`config.mk`:
```
export PLATFORM = sky130hd
export DESIGN_NAME = seq_det_sched
export DESIGN_NICKNAME = d
export VERILOG_FILES = /design/src/rtl/seq_det_sched.sv
export SDC_FILE = /design/constraint.sdc
export NUM_CORES = 1
export LEC_CHECK = 0
export CORE_MARGIN = 2
export CORE_UTILIZATION = 30
export DETAILED_ROUTE_END_ITERATION = 7
export PLACE_DENSITY = 0.56
export SYNTH_ARGS = -nofsm -noshare
export SYNTH_HDL_FRONTEND = slang
export SYNTH_SLANG_ARGS = --single-unit
```
`constraint.sdc`:
```
create_clock -name clk -period 1.9 [get_ports clk]
set_input_delay 0.38 -clock clk [delete_from_list [all_inputs] [get_ports clk]]
set_output_delay 0.38 -clock clk [all_outputs]
set_load 0.1 [all_outputs]
```
`src/rtl/seq_det_sched.sv`:
```
// rtl/seq_det_sched.sv - round-robin byte scheduler feeding a shared serial sequence detector
module seq_det_sched #(
  parameter int BITS  = 8,
  parameter int IDX_W = 3
) (
  input  logic             clk,
  input  logic             reset,
  input  logic             req0_valid,
  input  logic [BITS-1:0]  req0_data,
  output logic             req0_ready,
  input  logic             req1_valid,
  input  logic [BITS-1:0]  req1_data,
  output logic             req1_ready,
  output logic             det_clr,
  output logic             det_in,
  input  logic             det_out,
  output logic             rsp_valid,
  input  logic             rsp_ready,
  output logic             rsp_id,
  output logic             rsp_hit,
  output logic [IDX_W-1:0] rsp_idx,
  output logic             busy
);

  typedef enum logic [2:0] {
    S_IDLE,
    S_CLR,
    S_SHIFT,
    S_DRAIN,
    S_RESP
  } state_t;

  localparam logic [IDX_W-1:0] LAST_BIT = IDX_W'(BITS - 1);

  state_t           state;
  logic [BITS-1:0]  data_q;
  logic             owner_q;
  logic             last_grant;
  logic [IDX_W-1:0] cnt;
  logic [IDX_W-1:0] cnt_nxt;
  logic             hit_q;
  logic [IDX_W-1:0] idx_q;
  logic             grant;
  logic             accept;

  // Round-robin pick: on a tie the requester not served last wins; ready only offered in IDLE
  always_comb begin
    grant = 1'b0;
    if (req0_valid && req1_valid) begin
      grant = ~last_grant;
    end else if (!req0_valid) begin
      grant = 1'b1;
    end
  end

  assign req0_ready = !reset && (state == S_IDLE) && req0_valid && !grant;
  assign req1_ready = !reset && (state == S_IDLE) && req1_valid && grant;
  assign accept     = req0_ready || req1_ready;
  assign cnt_nxt    = cnt + 1'b1;

  // Job sequencer: accept, clear detector, shift bits LSB first, collect the trailing sample, respond
  always_ff @(posedge clk or posedge reset) begin
    if (reset) begin
      state      <= S_IDLE;
      data_q     <= '0;
      owner_q    <= 1'b0;
      last_grant <= 1'b1;
      cnt        <= '0;
      hit_q      <= 1'b0;
      idx_q      <= '0;
      det_clr    <= 1'b0;
      det_in     <= 1'b0;
      rsp_valid  <= 1'b0;
      rsp_id     <= 1'b0;
      rsp_hit    <= 1'b0;
      rsp_idx    <= '0;
      busy       <= 1'b0;
    end else begin
      case (state)
        S_IDLE: begin
          if (accept) begin
            data_q     <= grant ? req1_data : req0_data;
            owner_q    <= grant;
            last_grant <= grant;
            hit_q      <= 1'b0;
            idx_q      <= '0;
            cnt        <= '0;
            det_clr    <= 1'b1;
            det_in     <= 1'b0;
            busy       <= 1'b1;
            state      <= S_CLR;
          end
        end
        S_CLR: begin
          det_clr <= 1'b0;
          det_in  <= data_q[0];
          cnt     <= '0;
          state   <= S_SHIFT;
        end
        S_SHIFT: begin
          // det_out lags det_in by one cycle, so the sample now belongs to bit cnt-1
          if ((cnt != '0) && det_out && !hit_q) begin
            hit_q <= 1'b1;
            idx_q <= cnt - 1'b1;
          end
          if (cnt == LAST_BIT) begin
            det_in <= 1'b0;
            cnt    <= '0;
            state  <= S_DRAIN;
          end else begin
            det_in <= data_q[cnt_nxt];
            cnt    <= cnt_nxt;
          end
        end
        S_DRAIN: begin
          // Last sample belongs to the top bit; an earlier hit keeps its index
          rsp_valid <= 1'b1;
          rsp_id    <= owner_q;
          rsp_hit   <= hit_q || det_out;
          if (hit_q) begin
            rsp_idx <= idx_q;
          end else if (det_out) begin
            rsp_idx <= LAST_BIT;
          end else begin
            rsp_idx <= '0;
          end
          state <= S_RESP;
        end
        S_RESP: begin
          if (rsp_ready) begin
            rsp_valid <= 1'b0;
            rsp_id    <= 1'b0;
            rsp_hit   <= 1'b0;
            rsp_idx   <= '0;
            busy      <= 1'b0;
            state     <= S_IDLE;
          end
        end
        default: begin
          busy  <= 1'b0;
          state <= S_IDLE;
        end
      endcase
    end
  end

endmodule

```
==> flow_summary_export.csv, run 1 <==
group,metric,value,unit
detailed_routing,avgViaCountPerCell,4.811,
clocking,cts_hold_buf,0,
clocking,clock-root-buffer,"clkbuf_8",
cells_and_area,utilization,44.59,%
yosys,ys_seq_area_share,50.17,%
die,dieHeight,73.50,µm
cells_and_area,syn_to_final_growth,44.39,%
placed_design,dpl_worst_slack,-0.1410,ns
critical_path,r2r_slack,0.30,ns
sta,skew,0.007505,ns
power_and_ir_drop,irDropWorstVdd,611.9,µV
critical_path,critPathRequiredTime,1.52,ns
die,num_rows,25,
yosys,synth-xor-area-share,1.209,%
detailed_routing,drc,0,
yosys,avgSynthCellArea,10.65,µm²
critical_path,crit_chain,"nor2_4 -> nor4b_4 -> o211a_4 -> buf_12",
yosys,synthArstFlopShare,100.0,%
yosys,synth_cell_types,29,
sta,max-slew-margin-rel,74.62,%
yosys,yosys-top-cells-area,"dfrtp_1, nor2_1, mux2i_1, a21oi_1, a22o_1",
flow_run,max_cap_violations,0,
hold_path,min_path_type,"primary input to async pin",
clocking,tritoncts,"yes",
sta,setup_slack,0.009613,ns
yosys,synth_top_family_by_area,"simple AND/OR/NAND/NOR gates",
global_routing,grt_util_all_layers,12.88,%
power_and_ir_drop,p_per_area,1862,mW/mm²
placed_design,place.gp.congestion,0.7785,
critical_path,r2r_start,"state[0]",
detailed_routing,routedWlPerCell,13.00,µm
cells_and_area,drive_gt1_share,23.37,%
sta,setup_viol,0,
yosys,yosys_warnings,0,
detailed_routing,drt_first_pass_iters,4,
cells_and_area,final_nets,209,
yosys,synth_fp_nets,162,
sta,fmax,529.0,MHz
critical_path,end_kind,"primary output",
die,die_w,73.50,µm
sta,worst_slew_pin_slew,0.3807,ns
cells_and_area,multi_input_area,683.2,µm²
yosys,synth_edf_count,0,
yosys,synth_area,0.001449,mm²
detailed_routing,detail-route-antenna-nets,0,
yosys,synth_top_area_share,48.36,%
yosys,synthCells,136,
die,ios,33,
clocking,h-tree-depth,2,
status,status,"complete, no violations",
yosys,synth_seq_cells,29,
global_routing,grt-ovfl-total,0,
sta,rsz0062_at_grt,"true",
yosys,synth-compound-area-share,13.99,%
sta,hold_viol,0,
critical_path,ff2ff_path_depth,5,
critical_path,rr_endpoint,"idx_q[1]",
sta,slew_violations,0,
clocking,clock_sinks,29,
yosys,yosys.area.top_type,"dfrtp_1",
critical_path,crit_fanout,4,
clocking,path_clk_slew,0.07,ns
clocking,clock_latency,0.28,ns
placed_design,portBuffers,32,
detailed_routing,met1_length,1393,µm
detailed_routing,wl,3094,µm
global_routing,antenna_found_initial,0,
power_and_ir_drop,fin_total_pwr,3.895,mW
critical_path,cp.arrival,1.51,ns
global_routing,grt_pass1_vias,1222,
critical_path,critPathLaunchType,"flip-flop",
die,coreArea,0.004692,mm²
global_routing,grt_pass1_wl,5299,µm
critical_path,crit_type,"flip-flop to primary output",
yosys,synth-simple-area-share,15.20,%
yosys,synthAdderAreaFrac,3.454,%
yosys,synth_commonest_cells,"dfrtp_1, nor2_1, a21oi_1",
sta,timing.final.crit_share,99.49,%
sta,whs,0.3227,ns
critical_path,slowest_stage,"dfrtp_1",
power_and_ir_drop,power.leakage,0.9717,nW
sta,fin_crit,1.890,ns
placed_design,dp.final_hpwl,2351,µm
yosys,synth_top_flop_cell,"dfrtp_1",
yosys,yosysMostFrequentCell,"dfrtp_1",
cells_and_area,diodes,0,
detailed_routing,met3WireLength,171,µm
critical_path,cpPeakStageDelay,0.41,ns
detailed_routing,top_layer,"met4",
clocking,clock_path_buffers,2,
cells_and_area,regArea,726.9,µm²
detailed_routing,first_iter_violations,75,
die,initial_core_util,30.88,%
yosys,synthMuxAreaShare,12.44,%
global_routing,grt_max_degree,18,
detailed_routing,vias,1145,
die,dieArea,0.005402,mm²
detailed_routing,routed-wl-met2,1477,µm
clocking,numCtsBuffers,5,
cells_and_area,nFillCells,452,
## worst max-delay path: cells and delay by family (launching register included)
family	cells	cell delay, ns
AND/OR/NAND/NOR	2	0.43
flip-flops	1	0.41
buffers and inverters	1	0.17
AO/OA/AOI/OAI	1	0.23
## report_power, final
group,switching [mW],internal [mW],leakage (nW)
clock network,0.229,0.327,0.0542
logic,1.30,0.917,0.567
registers,0.216,0.902,0.351
total,1.75,2.15,0.972
## cell type report
type	count	area share [%]
Inverter	7	1.256
Sequential cell	29	34.75
Multi-Input combinational cell	95	32.66
Timing Repair Buffer	45	23.27
Tap cell	54	3.230
Clock buffer	7	4.605
Clock inverter	1	0.2392
## metal layers
| layer | global-route usage (%) | up-vias |
|---|---|---|
| li1 | - | 562 |
| met1 | 15.40 | 540 |
| met2 | 21.23 | 38 |
| met3 | 3.292 | 5 |
| met4 | 6.667 | 0 |
| met5 | 0 | - |
## layout by cell type, fill, tap and decap left out, drive strengths merged, types with 2 or more instances in the layout
cell type / synthesis / final
o22ai: 2 / 2
mux4: 2 / 2
inv: 7 / 7
mux2: 4 / 4
a22o: 6 / 6
nor2: 28 / 28
clkdlybuf4s50: 0 / 18
a21oi: 11 / 11
nand3b: 2 / 2
mux2i: 9 / 9
nand2: 4 / 4
ha: 4 / 4
dfrtp: 28 / 28
dlygate4sd2: 0 / 3
nand2b: 4 / 4
o21ai: 5 / 5
xnor2: 2 / 2
buf: 5 / 24
a21o: 2 / 2
clkbuf: 0 / 7
nor2b: 2 / 2
nor3: 2 / 2
## worst max path at each step
stage,depth (start not counted),from,slack (ns),to
3_5_place_dp,6,req1_valid,-0.14,idx_q[1]
2_1_floorplan,5,state[1],-0.07,req1_ready
3_3_place_gp,5,req1_valid,-0.12,req0_ready
4_1_cts,4,state[1],-0.03,req0_ready
6_report,4,state[0],0.01,req0_ready
5_1_grt,4,state[0],-0.1,req0_ready
## registers in the layout (all words and copies together) (netlist names), 3 cells and up
register / count
cnt: 3
state: 3
rsp_idx: 3
data_q: 8
idx_q: 3
## cell families (layout without fill, tap and decap cells)
logic type,after synthesis,count (layout)
flops,29,29
fa+ha+maj,4,4
mux,15,15
buf+inv,12,60
simple gates,44,44
compound gates,30,30
xor+xnor,2,2
## per-stage QoR
step           TNS [ns]  instance area, µm²  instances
2_1_floorplan  -0.07445                1459        136
3_3_place_gp    -0.5182                1977        228
3_5_place_dp    -0.7867                1977        228
4_1_cts        -0.04403                2085        237
5_1_grt         -0.1898                2092        238
6_report              0                2092        238
## what timing repair did
action / in CTS / in global routing
pin swaps: 3 / 2
setup buffers: 1 / 1
resized for setup: 4 / 0
endpoints found under the setup margin: 2 / 2
cloned: 0 / 0
Power figures use the tool's default switching activity.
==> run 2, diff against run 1 <==
REMOVE_ABC_BUFFERS = 1   (was unset)
TNS_END_PERCENT = 1   (was unset)
clock period = 1.8 ns   (was 1.9 ns; I/O delays follow)
==> run 2 against run 1 <==
Compared with the run above: the flow now finishes with violations (negative setup slack); count of clock-buffer cells in the layout stayed put; combinational power is 7% higher; sequential share of layout area is 0.53 points lower; cell area is 1.6% higher; wire length is 11% lower; clock power is 4.7% lower; critical endpoint unchanged.
==> flow_summary_export.csv, run 2 (same netlist as run 1, synthesis figures left out) <==
group,metric,value,unit
die,num_rows,25,
clocking,clock_path_buffers,2,
die,dieHeight,73.50,µm
critical_path,crit_fanout,4,
cells_and_area,largest-register,"data_q",
detailed_routing,drc,0,
cells_and_area,fin_cells,238,
clocking,tritoncts,"yes",
sta,fin_tns_setup,-0.1285,ns
cells_and_area,final_nets,210,
sta,rsz0062_at_grt,"true",
sta,max-slew-margin-rel,72.67,%
power_and_ir_drop,p_per_area,1928,mW/mm²
placed_design,place.gp.congestion,0.7238,
critical_path,end_kind,"primary output",
detailed_routing,vias,1122,
sta,slew_violations,0,
critical_path,cp.arrival,1.52,ns
global_routing,grt_util_all_layers,11.87,%
die,coreArea,0.004692,mm²
detailed_routing,first_iter_violations,37,
clocking,path_clk_slew,0.06,ns
sta,skew,0.007311,ns
die,initial_core_util,30.88,%
global_routing,grt_pass1_vias,1102,
placed_design,dpl_worst_slack,-0.2165,ns
sta,worst_slew_pin_slew,0.4099,ns
clocking,clock-root-buffer,"clkbuf_8",
detailed_routing,routedWlPerCell,11.63,µm
global_routing,grt_max_degree,30,
clocking,numCtsBuffers,5,
power_and_ir_drop,power.leakage,0.9916,nW
critical_path,critPathLaunchType,"flip-flop",
global_routing,antenna_found_initial,0,
clocking,clock_latency,0.28,ns
cells_and_area,syn_to_final_growth,46.63,%
status,status,"finished with violations",
cells_and_area,final_cell_mix,"dfrtp_1, nor2_1, clkdlybuf4s50_1",
detailed_routing,avgViaCountPerCell,4.714,
status,violations,"negative setup slack",
detailed_routing,detail-route-antenna-nets,0,
clocking,clock_sinks,29,
flow_run,max_cap_violations,0,
critical_path,r2r_start,"state[0]",
cells_and_area,diodes,0,
cells_and_area,largest_reg_flops,8,
sta,fin_crit,1.884,ns
placed_design,portBuffers,32,
cells_and_area,drive_gt1_share,21.74,%
detailed_routing,drt_first_pass_iters,4,
sta,fmax,530.8,MHz
global_routing,grt-ovfl-total,0,
sta,setup_viol,2,
global_routing,grt_pass1_wl,4850,µm
power_and_ir_drop,fin_total_pwr,4.095,mW
sta,setup_slack,-0.08393,ns
placed_design,dp_cells,227,
critical_path,critPathRequiredTime,1.44,ns
sta,hold_viol,0,
detailed_routing,wl,2768,µm
sta,timing.final.crit_share,104.7,%
critical_path,crit_type,"flip-flop to primary output",
critical_path,ff2ff_path_depth,5,
die,dieArea,0.005402,mm²
die,die_w,73.50,µm
critical_path,rr_endpoint,"idx_q[2]",
die,ios,33,
hold_path,min_path_type,"primary input to async pin",
cells_and_area,final_common_cell,"dfrtp_1",
clocking,cts_hold_buf,0,
clocking,h-tree-depth,2,
power_and_ir_drop,irDropWorstVdd,797.8,µV
critical_path,r2r_slack,0.25,ns
## run 2: changes by cell type in the layout (fill, tap and decap cells not counted)
cell      before  now
and2_1         0    1
and2_4         1    0
buf_12         8   12
buf_4         16   13
clkbuf_1       0    1
clkbuf_8       7    6
clkinv_2       1    0
o211a_1        0    1
o211a_4        1    0
## run 2: cell type report
cell class / count / area, µm²
clock buffer: 7 / 86.33
inverter: 7 / 26.28
sequential: 29 / 726.9
tap: 54 / 67.56
timing repair buffer: 46 / 544.3
multi-input combinational: 95 / 673.1
fill: 434 / 2567
## run 2: worst max path at each step
stage                     from  depth (start not counted)  slack [ns]         end
floorplan             state[0]                          3       -0.83  req1_ready
global placement    req1_valid                          5       -0.19  req0_ready
detailed placement  req1_valid                          5       -0.22  req0_ready
CTS                   state[1]                          4       -0.12  req0_ready
global route          state[0]                          4       -0.19  req0_ready
finish                state[0]                          4       -0.08  req0_ready
## run 2: routing by layer
| layer | vias to the layer above | track usage [%] | share of wire [%] |
|---|---|---|---|
| met5 | - | 0 | 0 |
| met4 | 0 | 4.242 | 1.5 |
| met3 | 7 | 5.624 | 7.5 |
| met2 | 34 | 19.15 | 48 |
| met1 | 519 | 13.75 | 43 |
| li1 | 562 | - | - |
## run 2: metrics by stage
| step | hold WS [ns] | instance area (µm²) | util, % |
|---|---|---|---|
| floorplan | 0.4374 | 1424 | - |
| global placement | 0.4706 | 2009 | 42.83 |
| detailed placement | 0.4769 | 2009 | 42.83 |
| CTS | 0.3036 | 2110 | 44.96 |
| global route | 0.3102 | 2125 | 45.28 |
| finish | 0.2929 | 2125 | 45.28 |
## run 2: worst max-delay path, cell delays in order, from the launching register on
cell and delay [ns]:
dfrtp_1 0.40, nor2_4 0.12, nor4b_4 0.27, o211a_1 0.26, buf_12 0.19
## run 2: timing repair
item | CTS | global route
hold endpoints to repair | 0 | 0
pin swaps | 3 | 2
resized for setup | 4 | 0
setup endpoints to repair | 2 | 2
setup buffers | 2 | 2
## run 2: power by group
group / total (mW) / switching, mW / leakage [nW] / internal (mW)
sequential: 1.19 / 0.233 / 0.351 / 0.953
clock: 0.530 / 0.228 / 0.0443 / 0.302
combinational: 2.38 / 1.35 / 0.596 / 1.03
total: 4.10 / 1.81 / 0.992 / 2.29
